--- src/rtl/agu_pkg.sv ---
// Shared encodings and sign-extension helper for the address generation unit.
// Field widths are passed at call time so one helper serves every offset field.
package agu_pkg;

    localparam logic [1:0] SEL_ZERO = 2'b00;
    localparam logic [1:0] SEL_A    = 2'b01;
    localparam logic [1:0] SEL_B    = 2'b10;
    localparam logic [1:0] SEL_C    = 2'b11;

    localparam logic BASE_PC  = 1'b0;
    localparam logic BASE_SR1 = 1'b1;

    localparam int MAX_W = 64;

    // Move the field's sign bit to the MSB, then shift it back arithmetically.
    function automatic logic [MAX_W-1:0] sext(input logic [MAX_W-1:0] val, input int bits);
        logic [MAX_W-1:0] r;
        r = val << (MAX_W - bits);
        return $signed(r) >>> (MAX_W - bits);
    endfunction

endpackage

--- src/rtl/agu_offset_sel.sv ---
// Offset field extraction, sign extension and offset mux taken from the IR LSBs.
// Latency: combinational. Backpressure: none, pure function of its inputs.
// Also intended for reuse by branch-target logic.
module agu_offset_sel
    import agu_pkg::*;
#(
    parameter int WIDTH = 16,
    parameter int OFF_A = 6,
    parameter int OFF_B = 9,
    parameter int OFF_C = 11
) (
    input  logic [WIDTH-1:0] ir,
    input  logic [1:0]       adr2_sel,
    output logic [WIDTH-1:0] off
);

    logic [MAX_W-1:0] ir_ext;

    assign ir_ext = MAX_W'(ir);

    always_comb begin
        off = '0;
        case (adr2_sel)
            SEL_A:   off = WIDTH'(sext(ir_ext, OFF_A));
            SEL_B:   off = WIDTH'(sext(ir_ext, OFF_B));
            SEL_C:   off = WIDTH'(sext(ir_ext, OFF_C));
            default: off = '0;
        endcase
    end

endmodule

--- src/rtl/agu_pipe.sv ---
// Effective address = base (PC or SR1) + sign-extended IR offset, feeding MAR/PC load.
// Latency: 2 cycles accept-to-out_valid, 1 result per cycle; flush empties both stages.
// Backpressure: valid/ready; output holds while out_ready=0, stage 1 fills before in_ready drops.
// Optional AGU_CARRY_FLAG_EN adds the ea_carry output (carry-out of the add).
module agu_pipe
    import agu_pkg::*;
#(
    parameter int WIDTH = 16,
    parameter int OFF_A = 6,
    parameter int OFF_B = 9,
    parameter int OFF_C = 11,
    parameter int CNT_W = 16
) (
    input  logic             clk,
    input  logic             rst_n,
    input  logic             in_valid,
    output logic             in_ready,
    input  logic [WIDTH-1:0] ir,
    input  logic [WIDTH-1:0] pc,
    input  logic [WIDTH-1:0] sr1,
    input  logic             adr1_sel,
    input  logic [1:0]       adr2_sel,
    input  logic             flush,
    output logic             out_valid,
    input  logic             out_ready,
    output logic [WIDTH-1:0] ea,
`ifdef AGU_CARRY_FLAG_EN
    output logic             ea_carry,
`endif
    output logic [CNT_W-1:0] res_count
);

    logic             s1_valid;
    logic [WIDTH-1:0] s1_base;
    logic [WIDTH-1:0] s1_off;
    logic [WIDTH-1:0] off_sel;
    logic             s1_adv;
    logic             accept;

    agu_offset_sel #(
        .WIDTH (WIDTH),
        .OFF_A (OFF_A),
        .OFF_B (OFF_B),
        .OFF_C (OFF_C)
    ) u_offset_sel (
        .ir       (ir),
        .adr2_sel (adr2_sel),
        .off      (off_sel)
    );

    assign s1_adv   = s1_valid & (~out_valid | out_ready);
    assign in_ready = ~flush & (~s1_valid | s1_adv);
    assign accept   = in_valid & in_ready;

`ifdef AGU_CARRY_FLAG_EN
    logic [WIDTH:0] sum;
    assign sum = {1'b0, s1_base} + {1'b0, s1_off};
`else
    logic [WIDTH-1:0] sum;
    assign sum = s1_base + s1_off;
`endif

    always_ff @(posedge clk or negedge rst_n) begin
        if (!rst_n) begin
            s1_valid  <= 1'b0;
            s1_base   <= '0;
            s1_off    <= '0;
            out_valid <= 1'b0;
            ea        <= '0;
`ifdef AGU_CARRY_FLAG_EN
            ea_carry  <= 1'b0;
`endif
            res_count <= '0;
        end else begin
            // Output handshakes count even in a flush cycle.
            if (out_valid && out_ready)
                res_count <= res_count + CNT_W'(1);

            if (accept) begin
                s1_base <= (adr1_sel == BASE_SR1) ? sr1 : pc;
                s1_off  <= off_sel;
            end

            if (flush) begin
                s1_valid  <= 1'b0;
                out_valid <= 1'b0;
            end else begin
                if (accept)
                    s1_valid <= 1'b1;
                else if (s1_adv)
                    s1_valid <= 1'b0;

                // A reload from stage 1 wins over draining the output.
                if (s1_adv) begin
                    out_valid <= 1'b1;
                    ea        <= sum[WIDTH-1:0];
`ifdef AGU_CARRY_FLAG_EN
                    ea_carry  <= sum[WIDTH];
`endif
                end else if (out_ready) begin
                    out_valid <= 1'b0;
                end
            end
        end
    end

endmodule

--- config.mk ---
export PLATFORM = sky130hd
export DESIGN_NAME = agu_pipe
export DESIGN_NICKNAME = d
export VERILOG_FILES = /design/src/rtl/agu_pkg.sv /design/src/rtl/agu_offset_sel.sv /design/src/rtl/agu_pipe.sv
export SDC_FILE = /design/constraint.sdc
export NUM_CORES = 1
export LEC_CHECK = 0
export CAP_MARGIN = 20
export CORE_MARGIN = 3
export CORE_UTILIZATION = 44
export CTS_CLUSTER_SIZE = 12
export DETAILED_ROUTE_END_ITERATION = 10
export GPL_TIMING_DRIVEN = 0
export PLACE_DENSITY = 0.74
export SLEW_MARGIN = 20
export SYNTH_ARGS = -nofsm -noshare
export SYNTH_HDL_FRONTEND = slang
export SYNTH_SLANG_ARGS = --single-unit
--- constraint.sdc ---
create_clock -name clk -period 2.1 [get_ports clk]
set_clock_uncertainty 0.1 [all_clocks]
set_input_delay 0.63 -clock clk [delete_from_list [all_inputs] [get_ports clk]]
set_output_delay 0.63 -clock clk [all_outputs]
set_load 0.02 [all_outputs]
After elaboration in Yosys (flattened, before gate mapping):

Cells that the tools add are included.

* output and inout port bits: 34
* bits of input ports: 56
* register bits after elaboration: 66
* logic and storage cells: 31

* reduce and logical (&&, ||, !) cells: 4
* add/sub/neg operators: 2
* mux-type cells: 8
* eq/ne operators: 3
* bitwise gates (word level): 8

Operators with widths (number)
* one-hot mux 16 bit (3 select lines): 1
* adder 16 x 1 -> 16 bit, second input constant: 1
* adder 16 bit: 1
* two-way mux 16 bit: 1
* two-way mux 1 bit: 6
* nonzero test 3 bit: 2
* == test 2 bit, second input constant: 2
* bitwise AND 1 bit: 3
* inverter 1 bit: 3
* == test 2 x 1 -> 1 bit, second input constant: 1
* OR 1 bit: 2
* AND reduction 2 bit: 1
* logical AND 1 bit: 1

Logic depth before layout (Yosys ltp):

Gate-level depths: netlist of run 1.

* depth after elaboration: 8
* gate-level depth with buffers: 7

By module:

Synthesis of run 1 repeated with hierarchy kept, for this count alone.

* cells, all modules: 354
* area, all modules: 3613.5 um2

By module, submodules not included
* agu_pipe: area an instance 3470.8 um2, cells each 330, times used 1
* agu_offset_sel: area an instance 142.6 um2, cells each 24, times used 1

Worst setup path after synthesis of run 1:

Ideal clock, no wire load.

* kind: register -> register
* start point: register s1_off[14] (netlist name)
* end point: register ea[13]
* path buffers: 0
* data arrival time: 1.885 ns
* stages on the path, launching flop included: 7
* setup time: 0.092 ns
* setup slack: 0.023 ns
* path through: dfrtp_1 ha_1 nand2_1 or4_1 a21o_1 and4_4 o31ai_2

RTL lines
* to (signal assigned): line agu_pipe.sv:96 `ea <= sum[WIDTH-1:0];`
* to (decl): line agu_pipe.sv:26 `output logic [WIDTH-1:0] ea,`

Worst setup path after layout of run 1:

* start point: register s1_off[1]
* end point: register ea[11]

* cells in the longest elaborated chain, start to end: 1

RTL lines
* from (decl): line agu_pipe.sv:35 `logic [WIDTH-1:0] s1_off;`
* from (signal assigned): line agu_pipe.sv:81 `s1_off <= off_sel;`
* adder 16 bit: line agu_pipe.sv:60 `assign sum = s1_base + s1_off;`

Every way passes these cells.
A chain may end at the register's enable or synchronous reset.

==> results of run 1 <==
==> sequential cells by signal, summed over array words and instances (netlist names) <==
name	flops
ea	16
out_valid	1
res_count	16
s1_base	16
s1_off	11
s1_valid	1
==> layout by cell type, fill, tap and decap left out, drive strengths merged, types with 7 or more instances in the layout <==
master	netlist	routed
nor2	11	11
nand2	69	69
nand4	8	8
buf	4	20
dlymetal6s2s	0	8
clkdlybuf4s50	0	64
dfrtp	61	61
o21ai	41	41
xnor2	16	16
a21o	7	7
dlygate4sd2	0	8
mux2i	17	17
xor2	7	7
nand3	8	8
clkbuf	9	18
ha	16	16
a21oi	23	23
==> path summary, 6_finish.rpt <==
check / from / slack [ns] / end / cells after the start
hold / removal: rst_n / 0.13 / ea[2]$_DFFE_PN0P_ / 1
min in group clk: res_count[15]$_DFFE_PN0P_ / 0.36 / res_count[15]$_DFFE_PN0P_ / 1
max in group asynchronous: rst_n / 1.28 / out_valid$_DFFE_PN0P_ / 2
setup reg to reg: s1_off[1]$_DFFE_PN0P_ / -0.03 / ea[11]$_DFFE_PN0P_ / 6
hold reg to reg: res_count[15]$_DFFE_PN0P_ / 0.36 / res_count[15]$_DFFE_PN0P_ / 1
setup / recovery: s1_off[1]$_DFFE_PN0P_ / -0.03 / ea[11]$_DFFE_PN0P_ / 6
==> report_power, final <==
group / internal, uW / leakage (uW) / switching (uW) / total [uW]
logic: 765 / 0.00136 / 788 / 1550
clock network: 941 / 0.000136 / 464 / 1410
registers: 1400 / 0.000780 / 172 / 1570
==> per-layer routing <==
metal,track usage,vias to the layer above
li1,-,1450
met1,0.257,1371
met2,0.308,84
met3,0.0378,18
met4,0.0720,0
met5,0,-
==> worst max-delay path: cells and delay by family (launching register included) <==
kind / cells / cell delay [ns]
compound gates: 3 / 0.98
flops: 1 / 0.46
fa+ha+maj: 1 / 0.28
simple gates: 2 / 0.24
==> logic make-up (layout without fill, tap and decap cells) <==
logic type                 after synthesis  in the layout  synth area share
muxes                                   18             18            0.0545
buffers and inverters                   16            128            0.0259
AOI/OAI and AO/OA                       90             90             0.161
DFF                                     61             61             0.458
and+or+nand+nor                        121            121             0.174
xor gates and xnor gates                23             23            0.0605
adders and majority gates               17             17            0.0661
==> what timing repair did <==
| action | in CTS | in global routing |
|---|---|---|
| cloned | 0 | 0 |
| pin swaps | 1 | 10 |
| buffers inserted | 2 | 10 |
| gates resized for setup | 25 | 33 |
| endpoints found under the setup margin | 24 | 20 |
==> area by class of cell <==
| type | count | share of cell area |
|---|---|---|
| multi-input combinational | 269 | 0.384 |
| sequential | 61 | 0.318 |
| timing repair buffer | 96 | 0.196 |
| clock buffer | 10 | 0.0286 |
| clock inverter | 6 | 0.0278 |
| tap | 99 | 0.0257 |
| buffer | 13 | 0.0172 |
| inverter | 3 | 0.00234 |
==> through the flow <==
| step | hold WS [ns] | std cells |
|---|---|---|
| after detailed placement | 0.356 | 529 |
| final | 0.130 | 557 |
| after global placement | 0.357 | 528 |
| after floorplan | 0.234 | 346 |
| after CTS | 0.140 | 547 |
| after global routing | 0.154 | 557 |
==> impl_metrics.tcl, run 1 <==
set metrics [dict create \
    clk_latency_ns 0.33 \
    die_x_um 93.0 \
    ios 90 \
    start_util 0.457 \
    synthArstFlopShare 1.00 \
    routedLengthMet1_um 3670 \
    ys_seq_area_frac 0.458 \
    cts_sinks 61 \
    crit_arrival_ns 2.30 \
    wl_met2_um 3820 \
    crit_type "flop to flop" \
    placement.setup.worst_slack_ns -0.708 \
    numCtsBuffers 9 \
    ys_ff_latch 61 \
    first_global_vias 2847 \
    max_freq_mhz 470 \
    drv_slew 0 \
    routed-wl-met3_um 391 \
    p_per_area_mw_per_mm2 941 \
    ys_types 54 \
    critPathRequiredTime_ns 2.27 \
    grt_use_total 0.192 \
    dpl_cell_area_sq_mm 0.00430 \
    worst_slew_pin_slew_ns 0.592 \
    top_layer "met4" \
    place.gp.congestion 0.841 \
    drt_iter0_drc 81 \
    syn_to_final_growth_pct 44.6 \
    grt_pass1_wl_um 13300 \
    crit_fanout 4 \
    fin_crit_sh 1.01 \
    clockBufferDepth 2 \
    syn_nets 419 \
    status "finished with violations" \
    violations "setup timing" \
    design.core.area_sq_mm 0.00729 \
    hold_path.class "primary input to async pin" \
    critPathMaxStageDelay_ns 0.52 \
    antenna_cells 0 \
    critPathSlowestCell "a2111o_1" \
    multiInputGateArea_sq_mm 0.00185 \
    syn_inst 346 \
    netlist_top_cells_count "nand2_1 (69), dfrtp_1 (61), o21ai_0 (41), a21oi_1 (23), mux2i_1 (17)" \
    io_buffers 83 \
    die-area_sq_mm 0.00865 \
    syn_area_sq_mm 0.00333 \
    cts_tree "yes" \
    seq_area_sq_mm 0.00153 \
    cap_violations 0 \
    start_kind "flop" \
    viasPerCell 5.25 \
    routedWlPerCell_um 14.5 \
    power.leakage_uw 0.00228 \
    worst_slack_ns -0.0260 \
    crit_path_cell_trace "ha_4 > a21o_4 > nand4_1 > a2111o_1 > a211o_2 > nand3_2" \
    clk_pin_slew_ns 0.07 \
    fp-row-count 31 \
    irDropWorstVdd_uv 403 \
    slew_headroom 0.604 \
    drt-total-wl_um 8060 \
    totalPowerFinal_uw 4530 \
    synth.most_common_cell "nand2_1" \
    die_h_um 93.0 \
    synth_edf_count 0 \
    setup_tns_ns -0.0260 \
    rsz0062_at_grt "yes" \
    grt_start_max_net_pins 32 \
    postRouteAntennaNets 0 \
    cts_hold_buf 0 \
    yosys_warnings 0 \
    hold_viol 0 \
    drt_first_pass_iters 4 \
    cts.htree.levels 3 \
    final.fill_count 592 \
    yosysTopAreaCellShare 0.458 \
    vias 2923 \
    antenna_found_initial 0 \
    drc_errors 0 \
    setup_viol 1 \
    grt-ovfl-total 0 \
    end_kind "flop" \
    dpl.hpwl_um 6010 \
    synth-main-ff-cell "dfrtp_1" \
    final_util 0.660 \
    nets 526 \
    timing.final.crit_period_ns 2.13 \
    yosys-top-cells-area "dfrtp_1 (46%), nand2_1 (7.8%), o21ai_0 (6.2%), ha_1 (6.0%), mux2i_1 (5.1%)" \
    clockRootBuffer "clkbuf_8" \
    avgSynthCellArea_sq_um 9.62 \
    finalInstanceArea_sq_mm 0.00481 \
    synth_top_area_cell "dfrtp_1" \
    drive_gt1_frac 0.159 \
]
No activity file was read; power rests on OpenSTA's default activity.
==> run 2: changes to the inputs <==
Settings changed: ABC_CLOCK_PERIOD_IN_PS from default to 2100.
==> results of run 2 <==
Same layout as run 1: the final DEF is identical, and so are final timing and power.
